File: config.mk
export PLATFORM = sky130hd
export DESIGN_NAME = axi_wr_resp_engine
export DESIGN_NICKNAME = d
export VERILOG_FILES = /design/src/rtl/axi_wr_resp_engine.sv
export SDC_FILE = /design/constraint.sdc
export NUM_CORES = 1
export LEC_CHECK = 0
export CORE_MARGIN = 3
export CORE_UTILIZATION = 53
export DETAILED_ROUTE_END_ITERATION = 16
export PLACE_DENSITY_LB_ADDON = 0.15
export SLEW_MARGIN = 20
export SYNTH_ARGS = -nofsm -noshare
export SYNTH_HDL_FRONTEND = slang
export SYNTH_SLANG_ARGS = --single-unit
File: constraint.sdc
create_clock -name clk -period 3.7 [get_ports clk]
set_input_delay 0.37 -clock clk [delete_from_list [all_inputs] [get_ports clk]]
set_output_delay 0.37 -clock clk [all_outputs]
set_load 0.02 [all_outputs]
File: src/rtl/axi_wr_resp_engine.sv
// AXI write slave: AW FIFO, per-beat address generation, B response, single-beat memory port.
// Optional `AXI_WR_BOUNDARY_CHK_EN: INCR bursts crossing a 4 KB boundary get SLVERR with writes suppressed.
module axi_wr_resp_engine #(
    parameter int ID_WIDTH    = 8,
    parameter int ADDR_WIDTH  = 16,
    parameter int DATA_WIDTH  = 64,
    parameter int STRB_WIDTH  = DATA_WIDTH / 8,
    parameter int OUTSTANDING = 4
) (
    input  logic                  clk,
    input  logic                  rst_n,
    input  logic [ID_WIDTH-1:0]   axi_awid,
    input  logic [ADDR_WIDTH-1:0] axi_awaddr,
    input  logic [7:0]            axi_awlen,
    input  logic [2:0]            axi_awsize,
    input  logic [1:0]            axi_awburst,
    input  logic                  axi_awlock,
    input  logic [3:0]            axi_awcache,
    input  logic [2:0]            axi_awprot,
    input  logic                  axi_awvalid,
    output logic                  axi_awready,
    input  logic [DATA_WIDTH-1:0] axi_wdata,
    input  logic [STRB_WIDTH-1:0] axi_wstrb,
    input  logic                  axi_wlast,
    input  logic                  axi_wvalid,
    output logic                  axi_wready,
    output logic [ID_WIDTH-1:0]   axi_bid,
    output logic [1:0]            axi_bresp,
    output logic                  axi_bvalid,
    input  logic                  axi_bready,
    output logic                  wr_en,
    output logic [ADDR_WIDTH-1:0] wr_addr,
    output logic [DATA_WIDTH-1:0] wr_data,
    output logic [STRB_WIDTH-1:0] wr_strb
);
    localparam int         PTR_W    = $clog2(OUTSTANDING);
    localparam logic [2:0] SIZE_MAX = 3'($clog2(STRB_WIDTH));

    typedef enum logic [1:0] {IDLE, DATA, DRAIN, RESP} state_t;
    state_t state_q, state_d;

    logic unused_ok;
    assign unused_ok = ^{axi_awlock, axi_awcache, axi_awprot};

    logic [ID_WIDTH-1:0]   f_id    [OUTSTANDING];
    logic [ADDR_WIDTH-1:0] f_addr  [OUTSTANDING];
    logic [7:0]            f_len   [OUTSTANDING];
    logic [2:0]            f_size  [OUTSTANDING];
    logic [1:0]            f_burst [OUTSTANDING];
    logic [PTR_W-1:0]      wr_ptr, rd_ptr;
    logic [PTR_W:0]        count, count_nxt;
    logic                  full_q, push, pop;

    logic [ID_WIDTH-1:0]   a_id;
    logic [ADDR_WIDTH-1:0] a_addr, addr_nxt, step, wrap_mask, incr_addr;
    logic [7:0]            a_len, beat_cnt;
    logic [2:0]            a_size;
    logic [1:0]            a_burst;
    logic                  err_q, w_hs, h_illegal, h_cross;

    // Full is registered, so a pop only frees a slot for the following cycle.
    assign axi_awready = rst_n && !full_q;
    assign push        = axi_awvalid && axi_awready;
    assign pop         = (state_q == IDLE) && (count != '0);
    assign count_nxt   = count + (PTR_W+1)'(push) - (PTR_W+1)'(pop);

    always_ff @(posedge clk) begin
        if (!rst_n) begin
            wr_ptr <= '0;
            rd_ptr <= '0;
            count  <= '0;
            full_q <= 1'b0;
        end else begin
            if (push) wr_ptr <= wr_ptr + PTR_W'(1);
            if (pop)  rd_ptr <= rd_ptr + PTR_W'(1);
            count  <= count_nxt;
            full_q <= (count_nxt == (PTR_W+1)'(OUTSTANDING));
        end
    end

    always_ff @(posedge clk) begin
        if (push) begin
            f_id[wr_ptr]    <= axi_awid;
            f_addr[wr_ptr]  <= axi_awaddr;
            f_len[wr_ptr]   <= axi_awlen;
            f_size[wr_ptr]  <= axi_awsize;
            f_burst[wr_ptr] <= axi_awburst;
        end
    end

    always_comb begin
        h_illegal = (f_burst[rd_ptr] == 2'b11) || (f_size[rd_ptr] > SIZE_MAX) ||
                    ((f_burst[rd_ptr] == 2'b10) &&
                     !(f_len[rd_ptr] inside {8'd1, 8'd3, 8'd7, 8'd15}));
    end

`ifdef AXI_WR_BOUNDARY_CHK_EN
    localparam int BW         = ADDR_WIDTH + 13;
    localparam bit CHK_ACTIVE = (ADDR_WIDTH > 12);
    logic [BW-1:0] b_start, b_last;
    always_comb begin
        b_start = BW'(f_addr[rd_ptr]);
        b_last  = b_start + ((BW'(f_len[rd_ptr]) + BW'(1)) << f_size[rd_ptr]) - BW'(1);
        h_cross = CHK_ACTIVE && (f_burst[rd_ptr] == 2'b01) && ((b_start >> 12) != (b_last >> 12));
    end
`else
    assign h_cross = 1'b0;
`endif

    // WRAP keeps the upper bits of the aligned (len+1)<<size block and wraps the low bits.
    always_comb begin
        step      = ADDR_WIDTH'(1) << a_size;
        wrap_mask = ((ADDR_WIDTH'(a_len) + ADDR_WIDTH'(1)) << a_size) - ADDR_WIDTH'(1);
        incr_addr = a_addr + step;
        case (a_burst)
            2'b00:   addr_nxt = a_addr;
            2'b10:   addr_nxt = (a_addr & ~wrap_mask) | (incr_addr & wrap_mask);
            default: addr_nxt = incr_addr;
        endcase
    end

    assign w_hs = axi_wvalid && axi_wready;

    always_comb begin
        state_d    = state_q;
        axi_wready = 1'b0;
        axi_bvalid = 1'b0;
        case (state_q)
            IDLE:  if (count != '0) state_d = DATA;
            DATA: begin
                axi_wready = 1'b1;
                if (w_hs) begin
                    if (beat_cnt == a_len) state_d = axi_wlast ? RESP : DRAIN;
                    else if (axi_wlast)    state_d = RESP;
                end
            end
            DRAIN: begin
                axi_wready = 1'b1;
                if (w_hs && axi_wlast) state_d = RESP;
            end
            RESP: begin
                axi_bvalid = 1'b1;
                if (axi_bready) state_d = IDLE;
            end
            default: state_d = IDLE;
        endcase
    end

    assign axi_bid   = (state_q == RESP) ? a_id : '0;
    assign axi_bresp = ((state_q == RESP) && err_q) ? 2'b10 : 2'b00;

    always_ff @(posedge clk) begin
        if (!rst_n) begin
            state_q  <= IDLE;
            a_id     <= '0;
            a_addr   <= '0;
            a_len    <= '0;
            a_size   <= '0;
            a_burst  <= '0;
            beat_cnt <= '0;
            err_q    <= 1'b0;
            wr_en    <= 1'b0;
            wr_addr  <= '0;
            wr_data  <= '0;
            wr_strb  <= '0;
        end else begin
            state_q <= state_d;
            wr_en   <= 1'b0;
            if (pop) begin
                a_id     <= f_id[rd_ptr];
                a_addr   <= f_addr[rd_ptr];
                a_len    <= f_len[rd_ptr];
                a_size   <= f_size[rd_ptr];
                a_burst  <= f_burst[rd_ptr];
                beat_cnt <= '0;
                err_q    <= h_illegal || h_cross;
            end
            // The write decision uses the error state from before this beat.
            if ((state_q == DATA) && w_hs) begin
                if (!err_q) begin
                    wr_en   <= 1'b1;
                    wr_addr <= a_addr;
                    wr_data <= axi_wdata;
                    wr_strb <= axi_wstrb;
                end
                a_addr   <= addr_nxt;
                beat_cnt <= beat_cnt + 8'd1;
                if (axi_wlast != (beat_cnt == a_len)) err_q <= 1'b1;
            end
        end
    end
endmodule

**Word-level counts from Yosys, hierarchy flattened**

Memory sizes are Yosys's and may differ from the RTL's. A register that Yosys moved wholly into a read port is not among the register bits.
Index checks and enable logic that the tools add are counted.

- Output and inout bits: 102
- Word-level logic and storage cells: 109
- RAM bits: 148
- Bits of input ports: 123
- Memories: 5
- Flip-flop bits (word level): 137

Memory list:

| name | words | bits a word | rd ports | clocked after memory_dff | wr ports | line | source |
|---|---|---|---|---|---|---|---|
| f_addr | 4 | 16 | 1 | 1 | 1 | 46 | `logic [ADDR_WIDTH-1:0] f_addr [OUTSTANDING];` |
| f_id | 4 | 8 | 1 | 1 | 1 | 45 | `logic [ID_WIDTH-1:0] f_id [OUTSTANDING];` |
| f_len | 4 | 8 | 1 | 1 | 1 | 47 | `logic [7:0] f_len [OUTSTANDING];` |
| f_size | 4 | 3 | 1 | 1 | 1 | 48 | `logic [2:0] f_size [OUTSTANDING];` |
| f_burst | 4 | 2 | 1 | 1 | 1 | 49 | `logic [1:0] f_burst [OUTSTANDING];` |

- Eq/ne operators: 19
- Muxes and demuxes: 31
- Bitwise operators: 5
- Reduce and logical (&&, ||, !) cells: 23
- Magnitude comparators: 1
- Shift operators: 2
- Add/subtract/negate cells: 8

Operators by type and width:

| kind | count |
|---|---|
| AND 16 bit | 2 |
| two-way mux 16 bit | 2 |
| one-hot mux 16 bit (2 select lines) | 1 |
| two-way mux 2 bit | 15 |
| two-way mux 8 bit | 3 |
| adder 16 bit | 1 |
| inverter 16 bit | 1 |
| bitwise OR 16 bit | 1 |
| << shifter 1 x 3 -> 16 bit (first input constant) | 1 |
| << shifter 9 x 3 -> 16 bit | 1 |
| subtractor 16 x 1 -> 16 bit (second input constant) | 1 |
| == test 2 bit (second input constant) | 5 |
| adder 8 x 1 -> 9 bit (second input constant) | 1 |
| two-way mux 1 bit | 9 |
| adder 8 x 1 -> 8 bit (second input constant) | 1 |
| == test 8 x 1 -> 1 bit (second input constant) | 1 |
| == test 8 x 2 -> 1 bit (second input constant) | 1 |
| == test 8 x 3 -> 1 bit (second input constant) | 1 |
| == test 8 x 4 -> 1 bit (second input constant) | 1 |
| == test 8 bit | 1 |
| logical AND 1 bit | 8 |
| inequality test 2 bit (second input constant) | 4 |
| one-hot mux 2 bit (4 select lines) | 1 |
| AND reduction 2 bit | 3 |
| other kinds (18) | 23 |

**Longest topological paths before layout**

Gate-level depths: netlist of run 1.

- Word-level depth: 8
- Gate-level depth with buffers: 17
- Depth with buffers taken out: 15

**Worst setup path after synthesis of run 1**

No wires, ideal clock.

- Kind: reg2reg
- Start: register state_q[0]
- End: register full_q
- Required time: 3.584 ns
- Data arrival time: 2.835 ns
- Setup time: 0.116 ns
- Setup slack: 0.750 ns
- Clock period less this slack: 2.950 ns
- Stages on the path, launching flop included: 16
- Path buffers: 2
- Cell sequence: dfxtp_1 inv_1 ha_1 nand2b_1 clkbuf_1 clkinv_1 clkbuf_1 ha_1 inv_1 ha_1 inv_1 fa_1 xnor2_1 xnor2_1 and2_1 and3b_1

- Cells in the longest elaborated chain, start to end: 4

RTL lines:

| item | line | source |
|---|---|---|
| from (decl) | 40 | `state_t state_q, state_d;` |
| from (signal assigned) | 167 | `state_q <= state_d;` |
| logical NOT 2 bit | 64 | `assign pop = (state_q == IDLE) && (count != '0);` |
| logical AND 1 bit | 64 |  |
| net pop | 52 | `logic full_q, push, pop;` |
| subtractor 3 x 1 -> 3 bit | 65 | `assign count_nxt = count + (PTR_W+1)'(push) - (PTR_W+1)'(pop);` |
| == test 3 bit | 77 | `full_q <= (count_nxt == (PTR_W+1)'(OUTSTANDING));` |
| to (signal assigned) | 77 |  |
| to (decl) | 52 |  |

The timed path passes the listed nets, and every way through them passes these cells.
A chain may end at the register's enable or synchronous reset.

==> impl_metrics.json, run 1 <==
{
  "hold_viol_final": 0,
  "first_iter_violations": 871,
  "arrival_ns": 3.73,
  "synth.yosys.seq_area_share_pct": 56.8,
  "cts_resized": 0,
  "worstPathMaxFanout": 14,
  "coreArea_sq_mm": 0.0238,
  "syn_avg_cell_area_sq_um": 11.0,
  "die_y_um": 163,
  "antenna_found_initial": 1,
  "antenna_left": 0,
  "synth_nets": 1333,
  "clock-root-buffer": "clkbuf_16",
  "setup_slack_ns": 0.466,
  "cts_buffers": 30,
  "synth_flop_cell": "edfxtp_1",
  "slew_violations": 0,
  "cpLargestDelayFamily": "compound AO/OA/AOI/OAI gates",
  "drive_above_1_share_pct": 10.2,
  "end_kind": "flip-flop",
  "vdd_drop_max_v": 0.000626,
  "clockBufferDepth": 3,
  "clk_pin_slew_ns": 0.08,
  "avgViaCountPerCell": 5.56,
  "path_cells": "nor2_1 > nand2_1 > inv_1 > ha_1 > a21o_1 > a21o_1 > a21oi_1 > o21ai_0 > a21oi_1 > o21bai_1 > nand3_1 > a21o_1 > o31ai_1 > o311a_1",
  "slew-limit-headroom_pct": 34.6,
  "syn2layout_area_growth_pct": 27.4,
  "fin_crit_sh_pct": 87.4,
  "start_kind": "flip-flop",
  "dr.pass1.iters": 7,
  "grt_max_degree": 104,
  "htreeDepth": 1,
  "vias": 9599,
  "reg2reg_from": "a_size[1]",
  "gp_congestion": 0.887,
  "grt_usage_pct": 23.8,
  "synth_cell_types": 82,
  "path_class": "reg2reg",
  "ys_ff_latch": 295,
  "hold_start": "axi_wdata[8]",
  "status": "complete, no violations",
  "grt-ovfl-total": 0,
  "clock_skew_ns": 0.0168,
  "cts_setup_buffers": 0,
  "grt_pass1_wl_um": 50500,
  "dieWidth_um": 163,
  "critPathMostFrequentCell": "a21o_1",
  "hold_end": "wr_data[8]",
  "r2r_cells": 14,
  "num_rows": 56,
  "start_util_pct": 54.7,
  "clk_latency_ns": 0.57,
  "wl_per_cell_um": 18.7,
  "min_path_type": "in2reg",
  "dieArea_sq_mm": 0.0264,
  "setup_viol": 0,
  "port-buffer-count": 215,
  "cp_slowest_stage_delay_ns": 0.68,
  "synthCells": 1186,
  "dp.final_hpwl_um": 21300,
  "tritoncts": "built",
  "leakage_nw": 5.63,
  "yosysWarnings": 0,
  "cp_data_required_time_ns": 4.20,
  "fin_tns_setup_ns": 0,
  "max_freq_mhz": 309,
  "power_density_mw_per_mm2": 694,
  "io-pin-count": 225,
  "synthesis.area_sq_mm": 0.0130,
  "worst_slew_pin_slew_ns": 0.981,
  "synthArstFlopShare_pct": 0,
  "synth_edf_count": 148,
  "clock-sinks": 295,
  "hold_buffers": 0,
  "nNetsFinal": 1528,
  "grt_pass1_vias": 9327,
  "whs_ns": 0.354,
  "wl_um": 32200,
  "hold-path-cell-count": 3,
  "dpl_worst_slack_ns": 0.567,
  "min_period_ns": 3.23,
  "crit_buf_inv": 1,
  "drc": 0,
  "rsz0062_at_grt": "false",
  "r2r_slack_ns": 0.47,
  "maxCapViolCount": 0,
  "slowest_stage": "dfxtp_1"
}
final cells by class:
| cell class | count | area (sq um) |
|---|---|---|
| diodes | 1 | 2.50 |
| clock buffers | 32 | 768 |
| fillers | 1701 | 7190 |
| well taps | 319 | 399 |
| inverters | 22 | 82.6 |
| multi-input cells | 794 | 5230 |
| flip-flops and latches | 295 | 7390 |
| clock inverters | 24 | 365 |
| repair buffers | 238 | 2330 |
worst reg2reg max path, delay by kind of cell, from the launching register on:
family | cells | cell delay, ns
DFF | 1 | 0.68
buffers and inverters | 1 | 0.06
and+or+nand+nor | 3 | 0.48
AOI/OAI and AO/OA | 9 | 1.70
adders and majority gates | 1 | 0.26
cell usage after synthesis, types with 7 or more instances:
library cell | number | area, sq um
a21boi_0 | 81 | 608
a21oi_1 | 57 | 285
and2_1 | 21 | 131
and3_1 | 8 | 50.1
buf_2 | 9 | 45.0
clkbuf_1 | 57 | 214
dfxtp_1 | 147 | 2940
edfxtp_1 | 148 | 4440
ha_1 | 22 | 275
inv_1 | 19 | 71.3
mux4_2 | 37 | 833
nand2_1 | 282 | 1060
nand3_1 | 27 | 135
nor2_1 | 46 | 173
nor2b_1 | 11 | 68.8
nor3_1 | 11 | 55.1
o211ai_1 | 7 | 52.6
o21ai_0 | 38 | 190
xnor2_1 | 25 | 219
xor2_1 | 9 | 78.8
worst max-delay path by stage:
stage	to	slack [ns]	depth (start not counted)	from
floorplan	full_q	0.75	15	state_q[0]
global placement	flip-flop	0.58	11	a_size[1]
detailed placement	flip-flop	0.57	11	a_size[1]
CTS	flip-flop	0.54	11	a_size[1]
global route	flip-flop	0.19	15	a_size[1]
finish	flip-flop	0.47	14	a_size[1]
report_power, final:
| group | switching, mW | internal [mW] | leakage, nW | total (mW) |
|---|---|---|---|---|
| clock network | 1.32 | 2.08 | 0.533 | 3.41 |
| registers | 0.417 | 3.82 | 2.54 | 4.23 |
| logic | 2.23 | 1.63 | 2.56 | 3.86 |
metal layers:
metal  routed length (um)  up-vias  share of wire [%]  global-route usage (%)
li1                     -     4617                  -                       -
met1                13300     4543                 41                    31.3
met2                15800      368                 49                    40.2
met3                 2320       71                7.2                    4.43
met4                  792        0                2.5                    7.61
met5                    0        -                  0                       0
logic make-up (layout without fill, tap and decap cells):
group           count (synthesis)  after routing  share of synthesized area (%)
fa+ha+maj                      24             24                           2.43
buf+inv                        97            316                           3.09
other cells                     1              2                         0.0288
compound gates                250            250                           13.4
flops                         295            295                           56.8
mux                            43             43                           6.87
xor+xnor                       34             34                           2.29
simple gates                  442            442                           15.1
through the flow:
stage | cells | power, mW | util (%) | instance area (sq um)
finish | 1725 | 11.5 | 69.7 | 16600
detailed placement | 1668 | 8.11 | 64.9 | 15400
global placement | 1668 | 8.02 | 64.9 | 15400
floorplan | 1186 | 6.88 | - | 13000
CTS | 1724 | 11.5 | 69.7 | 16600
global route | 1725 | 12.1 | 69.7 | 16600
registers in the layout, indices dropped and copies added, names as in the netlist, named ones only:
signal    flops
a_burst       2
a_id          8
a_len         8
a_size        3
beat_cnt      8
count         3
err_q         1
f_addr       64
f_burst       8
f_id         32
f_len        32
f_size       12
full_q        1
rd_ptr        2
state_q       2
wr_addr      16
wr_data      64
wr_en         1
wr_ptr        2
wr_strb       8
layout by cell type (no fill, tap or decap), types with 5 or more instances in the layout:
cell             instances
xor2_1                   9
a211oi_1                 6
clkinvlp_4               6
and2_1                  21
a21oi_1                 57
nand4_1                  6
clkdlybuf4s50_1        214
buf_4                   22
ha_1                    22
nand3_1                 27
a21o_1                   5
a31oi_1                  5
clkbuf_16               30
inv_1                   19
edfxtp_1               148
a21boi_0                81
nor2b_1                 11
mux4_2                  37
nand2b_1                 5
o21ai_0                 38
nor3_1                  11
o21a_1                   5
bufinv_16                8
mux2i_1                  6
o211ai_1                 7
nor2_1                  45
dfxtp_1                146
nand2_1                282
xnor2_1                 25
Power figures use the tool's default switching activity.
==> inputs of run 2 (changes only) <==
CORE_UTILIZATION = 35   (was 53)
CTS_CLUSTER_DIAMETER = 30   (was not set)
==> run 2 against run 1 <==
Compared with the run above: hold slack improved by 0.0016 ns; final area increased by 9.5%; sequential share of layout area decreased by 3.9 points; combinational power increased by 2%; count of clock-buffer cells in the layout increased by 59; critical path depth increased by 1; utilization decreased by 19 points; first-iteration DRC count decreased by 30%; cell count increased by 13%; worst setup slack got worse by 0.024 ns; fmax decreased by 0.75%; clock power increased by 83%; largest power group is now clock.
==> impl_metrics.json, run 2 (synthesized netlist as in run 1, its figures left out) <==
{
  "status": "complete, no violations",
  "arrival_ns": 3.70,
  "cp_slowest_stage_delay_ns": 0.51,
  "io-pin-count": 225,
  "fin_crit_sh_pct": 88.1,
  "cts_resized": 0,
  "clock-root-buffer": "clkbuf_16",
  "min_path_type": "in2reg",
  "crit_buf_inv": 1,
  "final_common_cell": "nand2_1",
  "dr.pass1.iters": 5,
  "whs_ns": 0.355,
  "fin_tns_setup_ns": 0,
  "cts_buffers": 72,
  "n_antenna_cell": 0,
  "clock-sinks": 295,
  "hold_buffers": 0,
  "critPathMostFrequentCell": "o21ai_0",
  "avgViaCountPerCell": 4.98,
  "grt-ovfl-total": 0,
  "slowest_stage": "a221oi_1",
  "dp.final_hpwl_um": 23100,
  "leakage_nw": 6.34,
  "worstPathMaxFanout": 10,
  "final_cell_mix": "282 x nand2_1, 214 x clkdlybuf4s50_1, 148 x edfxtp_1, 146 x dfxtp_1, 81 x a21boi_0",
  "vias": 9709,
  "syn2layout_area_growth_pct": 39.6,
  "path_class": "reg2reg",
  "worst_slew_pin_slew_ns": 1.01,
  "fillers": 3255,
  "grt_usage_pct": 17.4,
  "drive_above_1_share_pct": 14.3,
  "setup_viol": 0,
  "multi_input_area_sq_mm": 0.00523,
  "maxCapViolCount": 0,
  "gp_congestion": 0.855,
  "clk_pin_slew_ns": 0.04,
  "grt_util_met3_pct": 5.06,
  "tritoncts": "built",
  "slew-limit-headroom_pct": 32.5,
  "grt.busiest_layer": "met2",
  "clockBufferDepth": 3,
  "htreeDepth": 3,
  "min_period_ns": 3.26,
  "port-buffer-count": 215,
  "hold_viol_final": 0,
  "wl_um": 34500,
  "cts_setup_buffers": 0,
  "slew_violations": 0,
  "power_density_mw_per_mm2": 792,
  "wl_per_cell_um": 17.7,
  "end_kind": "flip-flop",
  "clock_skew_ns": 0.0230,
  "num_rows": 69,
  "path_cells": "or2_1 > nor2_1 > ha_1 > inv_1 > fa_1 > nor2b_1 > o21ai_0 > a21oi_1 > o21ai_0 > nand2b_1 > a221oi_1 > nor3_1 > a22o_1 > o2111ai_1 > o21ai_0",
  "start_kind": "flip-flop",
  "drc": 0,
  "grt_util_met1_pct": 21.9,
  "antenna_found_initial": 0,
  "cp_data_required_time_ns": 4.14,
  "start_util_pct": 36.0,
  "seqCellArea_sq_mm": 0.00739,
  "dieWidth_um": 199,
  "max_freq_mhz": 307,
  "clk_latency_ns": 0.57,
  "die_y_um": 199,
  "top_regs": "f_addr: 64 flops, wr_data: 64 flops",
  "nNetsFinal": 1579,
  "first_iter_violations": 606,
  "rsz0062_at_grt": "false",
  "grtUsageMet2_pct": 28.1,
  "cpLargestDelayFamily": "compound AO/OA/AOI/OAI gates",
  "grt_pass1_wl_um": 53800,
  "grt_pass1_vias": 9733,
  "coreArea_sq_mm": 0.0361,
  "antenna_left": 0,
  "grt_max_degree": 104,
  "vdd_drop_max_v": 0.000423,
  "dieArea_sq_mm": 0.0395
}
[run 2: cell count changes in the layout (fill, tap and decap cells not counted), sizes merged]
cell and delta:
clkbuf +59, buf +9, diode -1, inv +4
clkinv +10, clkinvlp +1
[run 2: path summary, 6_finish.rpt]
path	from	endpoint	slack [ns]	cells after the start
setup reg to reg	a_size[1]	flip-flop	0.44	15
hold / removal	axi_wdata[3]	wr_data[3]	0.36	3
hold reg to reg	a_id[5]	a_id[5]	0.45	2
setup / recovery	a_size[1]	flip-flop	0.44	15
[run 2: cell type report]
class	count	share of cell area [%]
Clock buffer	91	10.9
Clock inverter	39	2.54
Timing Repair Buffer	247	13.4
Inverter	22	0.455
Tap cell	461	3.18
Sequential cell	295	40.7
Multi-Input combinational cell	794	28.8
[run 2: power breakdown]
part	internal (mW)	switching (mW)	total (mW)
Clock	4.32	1.91	6.23
Combinational	1.67	2.25	3.92
Sequential	3.83	0.397	4.23
Total	9.81	4.56	14.4
[run 2: worst min-delay path, stage by stage]
cell and delay [ns]:
clkdlybuf4s50_1 0.40, nand2_1 0.06, a21oi_1 0.05
[run 2: routing by layer]
| metal | wire [um] | share of wire (%) | vias up |
|---|---|---|---|
| met4 | 961 | 2.8 | 0 |
| met5 | 0 | 0 | - |
| met2 | 16200 | 47 | 296 |
| li1 | - | - | 4753 |
| met1 | 14800 | 43 | 4593 |
| met3 | 2500 | 7.3 | 67 |
[run 2: per-stage QoR]
step	util [%]	power, mW	area, sq um	setup slack (ns)	cells
floorplan	-	6.88	13000	0.750	1186
global placement	43.5	8.20	15700	0.615	1819
detailed placement	43.5	8.23	15700	0.496	1819
CTS	50.3	14.5	18100	0.473	1949
global route	50.3	15.2	18100	0.0956	1949
finish	50.3	14.4	18100	0.441	1949
==> RTL edit 1 (settings of run 1) <==
The 4 states of `state_t` get a one-hot encoding in 4 bits.
--- a/src/rtl/axi_wr_resp_engine.sv
+++ b/src/rtl/axi_wr_resp_engine.sv
@@ -36,7 +36,7 @@
     localparam int         PTR_W    = $clog2(OUTSTANDING);
     localparam logic [2:0] SIZE_MAX = 3'($clog2(STRB_WIDTH));
 
-    typedef enum logic [1:0] {IDLE, DATA, DRAIN, RESP} state_t;
+    typedef enum logic [3:0] {IDLE = 4'b0001, DATA = 4'b0010, DRAIN = 4'b0100, RESP = 4'b1000} state_t;
     state_t state_q, state_d;
 
     logic unused_ok;
Formal check against the unedited RTL: same outputs for any inputs over 4 cycles, from zero or initial values and one cycle with rst_n low; so few cycles prove little.
==> RTL edit 1 against run 1 <==
Core utilization shrank 0.11 points. Fmax decreased by 5.6%. Final cell count grew 0.17%. Count of clock-buffer cells in the layout is 9 higher. Area after synthesis is 0.37% higher. Setup slack got worse by 0.19 ns. Wire length down 2.8%. Sequential cell count increased by 2. Non-clock buffer count rose by 10. Combinational power shrank 12%. Total power is 8.1% lower. Critical path depth is 4 lower. Highest routed layer unchanged. Design area grew 0.14%.
==> RTL edit 1: results (changes against run 1) <==
Layout
  • Filler cell count: 1,762 (+3.6%)
  • Non-CTS inverters: 20 (-9.1%)
  • Clock buf/inv share: 6.102% (-0.74 points)
  • Multi-input logic area: 0.005265 sq mm (+0.77%)
  • Share of cells above drive strength 1: 10.72% (+0.47 points)

Power and ir drop
  • Net Sw Frac: 33.62% (-0.94 points)
  • Power Sequential: 4.15 mW (-2%)
  • Clock group power: 3.01 mW (-12%)

Placed design
  • Post-DP Area: 0.01557 sq mm (+0.96%)
  • Final GP Congestion: 0.9220 (+4.0%)

Setup path
  • R2R Setup Slk: 0.28 ns (-0.19 ns)
  • Crit-path slowest cell: or4_4
  • R2r worst-path depth: 10 (-4)
  • Data arrival, critical path: 3.88 ns (+0.15 ns)
  • Worst-path fanout max: 7 (-7)

GRT
  • GRT Util Overall: 23.05% (-0.75 points)
  • Initial antenna violation count: 0 (-1)
  • Largest net degree at the start of global routing: 107 (+2.9%)

Routing
  • Initial DRC count: 725 (-17%)
  • Vias: 9,568 (-0.32%)

Worst hold path
  • HP Start: axi_wdata[6]
  • Hold Path Sink: wr_data[6]

Synth
  • Netlist cell types: 79 (-3.7%)
  • Synth cell count leaders: 261 x nand2_1, 149 x dfxtp_1, 148 x edfxtp_1
  • Primary FF master, synth: dfxtp_1
  • Syn Nets: 1,322 (-0.83%)

Status
  • Status: complete, no violations

Floorplan
  • Die X: 162.9 microns (+0.18%)

Clocking
  • Clock slew at reported path FFs: 0.06 ns (-0.02 ns)
==> RTL edit 1: stage by stage <==
step	setup WS, ns	power (mW)	hold slack [ns]
after floorplan	0.4288	6.536	0.4317
final	0.2756	10.57	0.3511
after global routing	0.04775	11.18	0.3535
after detailed placement	0.3256	7.597	0.4438
after global placement	0.3845	7.544	0.4385
after CTS	0.3084	10.63	0.3292
==> RTL edit 1: kinds of logic (layout without fill, tap and decap cells) <==
family                   after synthesis  count (layout)  share of synthesized area (%)
AND/OR/NAND/NOR                      426             426                          14.63
other                                  1               1                        0.02874
adder cells (fa/ha/maj)               21              21                          2.129
flip-flops                           297             297                          56.93
buffers and inverters                 93             324                          2.877
XOR/XNOR                              38              38                          2.609
AO/OA/AOI/OAI                        262             262                          14.17
multiplexers                          40              40                          6.627
==> RTL edit 1: routing by layer <==
| layer | wire, microns | track usage (%) |
|---|---|---|
| met4 | 1017 | 8.151 |
| met1 | 13290 | 30.22 |
| met2 | 14920 | 38.48 |
| met3 | 2077 | 4.476 |
| met5 | 0 | 0 |
==> RTL edit 2 (config.mk and constraints of run 1) <==
Made on the original files. Change the parameter `ID_WIDTH` from 8 to 6.
--- a/src/rtl/axi_wr_resp_engine.sv
+++ b/src/rtl/axi_wr_resp_engine.sv
@@ -1,7 +1,7 @@
 // AXI write slave: AW FIFO, per-beat address generation, B response, single-beat memory port.
 // Optional `AXI_WR_BOUNDARY_CHK_EN: INCR bursts crossing a 4 KB boundary get SLVERR with writes suppressed.
 module axi_wr_resp_engine #(
-    parameter int ID_WIDTH    = 8,
+    parameter int ID_WIDTH    = 6,
     parameter int ADDR_WIDTH  = 16,
     parameter int DATA_WIDTH  = 64,
     parameter int STRB_WIDTH  = DATA_WIDTH / 8,
Ports: changed (resized axi_awid and axi_bid); port bits go from 225 to 221. No check against the original RTL was run, so the function may have changed too.
==> RTL edit 2 against run 1 <==
First-iteration DRC count down 1.3%. Total power fell by 4.6%. Setup slack got worse by 0.12 ns. Sequential share of layout area barely moved. Wire length down 4.2%. Count of clock-buffer cells in the layout grew 2. Area after synthesis decreased by 3.9%. Sequential cell count fell by 10. Final cell count is 1.4% lower. Design area is 3.7% lower. Largest power group unchanged.
==> RTL edit 2: results (changes against run 1) <==
Power and ir drop
  • LEAKAGE: 5.432 nW (-3.6%)
  • Clock Power Share: 28.3% (-1.3 points)
  • Combinational power share: 34.3% (+0.7 points)
  • Worst vdd ir: 460.3 uV (-26%)
  • Net Sw Frac: 34.40% (-0.15 points)
  • Tot Pwr: 10.97 mW (-4.6%)

Placed design
  • HPWL Detailed: 20,890 microns (-2.0%)
  • Placed cells: 1,648 (-1.2%)
  • Final GP Congestion: 0.9044 (+2.0%)
  • I/O Buffers: 211 (-1.9%)
  • DP Worst Slack: 0.4574 ns (-0.1097 ns)

Layout
  • Share of cells above drive strength 1: 10.09% (-0.16 points)
  • Largest regs: f_addr x64, wr_data x64, f_len x32
  • Filler cell count: 1,709 (+0.47%)
  • # diodes: 0 (-1)
  • Final nets: 1,511 (-1.1%)

Status
  • Status: complete, no violations

Synth
  • Avg Inst Size Synth: 10.65 sq um (-2.9%)
  • Syn Nets: 1,318 (-1.1%)
  • Synth top area cells: edfxtp_1 34%, dfxtp_1 23%, nand2_1 7.9%
  • Seq/Total Area, Yosys: 56.90% (+0.073 points)
  • Post-synth EDFFs: 140 (-5.4%)
  • Primary FF master, synth: dfxtp_1
  • Synth cell count leaders: 263 x nand2_1, 145 x dfxtp_1, 140 x edfxtp_1

GRT
  • First-pass GRT wire length: 48,600 microns (-3.8%)
  • GRT Util Overall: 23.41% (-0.39 points)
  • Largest net degree at the start of global routing: 95 (-8.7%)
  • Vias in the first global route: 9,011 (-3.4%)

Setup path
  • R2R Setup Slk: 0.35 ns (-0.12 ns)
  • R2r worst-path depth: 13 (-1)
  • CP max stage delay: 0.63 ns (-0.05 ns)
  • Data arrival, critical path: 3.78 ns (+0.05 ns)

Routing
  • Wire length per cell: 18.13 microns (-2.9%)
  • Vias: 9,519 (-0.83%)
  • Drt total wl: 30,840 microns (-4.2%)
  • Initial DRC count: 860 (-1.3%)

Timing
  • Worst clock skew: 0.01611 ns (-0.0007092 ns)
  • Post-layout min period: 3.352 ns (+0.1180 ns)
  • Worst slew margin: 32.79% (-1.8 points)

Clocking
  • Max clock buf depth: 3 (unchanged)
  • Cts bufs inserted: 29 (-3.3%)
  • Worst skew pair latency: 0.55 ns (-0.02 ns)
  • Post-CTS Resized: 0 (unchanged)

Worst hold path
  • Hold/Removal Path Class: in2reg
## RTL edit 2: cell count changes in the layout (fill, tap and decap cells not counted), moves of 5 or more
cell / before / now
a21boi_0: 81 / 0
o21ai_0: 38 / 29
and3_1: 4 / 10
clkinvlp_4: 6 / 1
a21oi_1: 57 / 137
nor2b_1: 11 / 6
and2_1: 21 / 12
o31ai_1: 3 / 8
edfxtp_1: 148 / 140
buf_4: 22 / 27
nand3_1: 27 / 22
nor2_1: 45 / 59
nor3_1: 11 / 16
nand2_1: 282 / 263
## RTL edit 2: cell type report
class                      instances  area, sq um  area share [%]
clock inverter                    19        249.0           1.561
tap                              313        391.6           2.456
multi-input combinational        790         4997           31.34
inverter                          21        81.33          0.5100
clock buffer                      34        784.5           4.920
timing repair buffer             239         2335           14.64
sequential                       285         7108           44.57
## RTL edit 2: layer usage
metal / track usage (%) / part of all wire [%]
met5: 0 / 0
met4: 7.561 / 2.7
met3: 3.954 / 5.9
met2: 39.99 / 49
met1: 30.61 / 42
## RTL edit 2: cells by family after synthesis
logic type,count (synthesis),share of synthesized area (%)
other,1,0.03003
buffers and inverters,98,3.166
DFF,285,56.90
AOI/OAI and AO/OA,252,12.59
and+or+nand+nor,437,15.51
muxes,43,6.963
xor gates and xnor gates,33,2.314
adders and majority gates,24,2.525
## RTL edit 2: worst min path at each step
stage,from,endpoint,slack (ns),cells past startpoint
6_report,axi_wdata[4],wr_data[4],0.37,3
4_1_cts,axi_wdata[4],wr_data[4],0.34,3
3_3_place_gp,wr_strb[5],wr_strb[5],0.44,2
2_1_floorplan,a_id[0],a_id[0],0.43,2
5_1_grt,axi_wdata[5],wr_data[5],0.36,3
3_5_place_dp,a_id[1],a_id[1],0.44,2
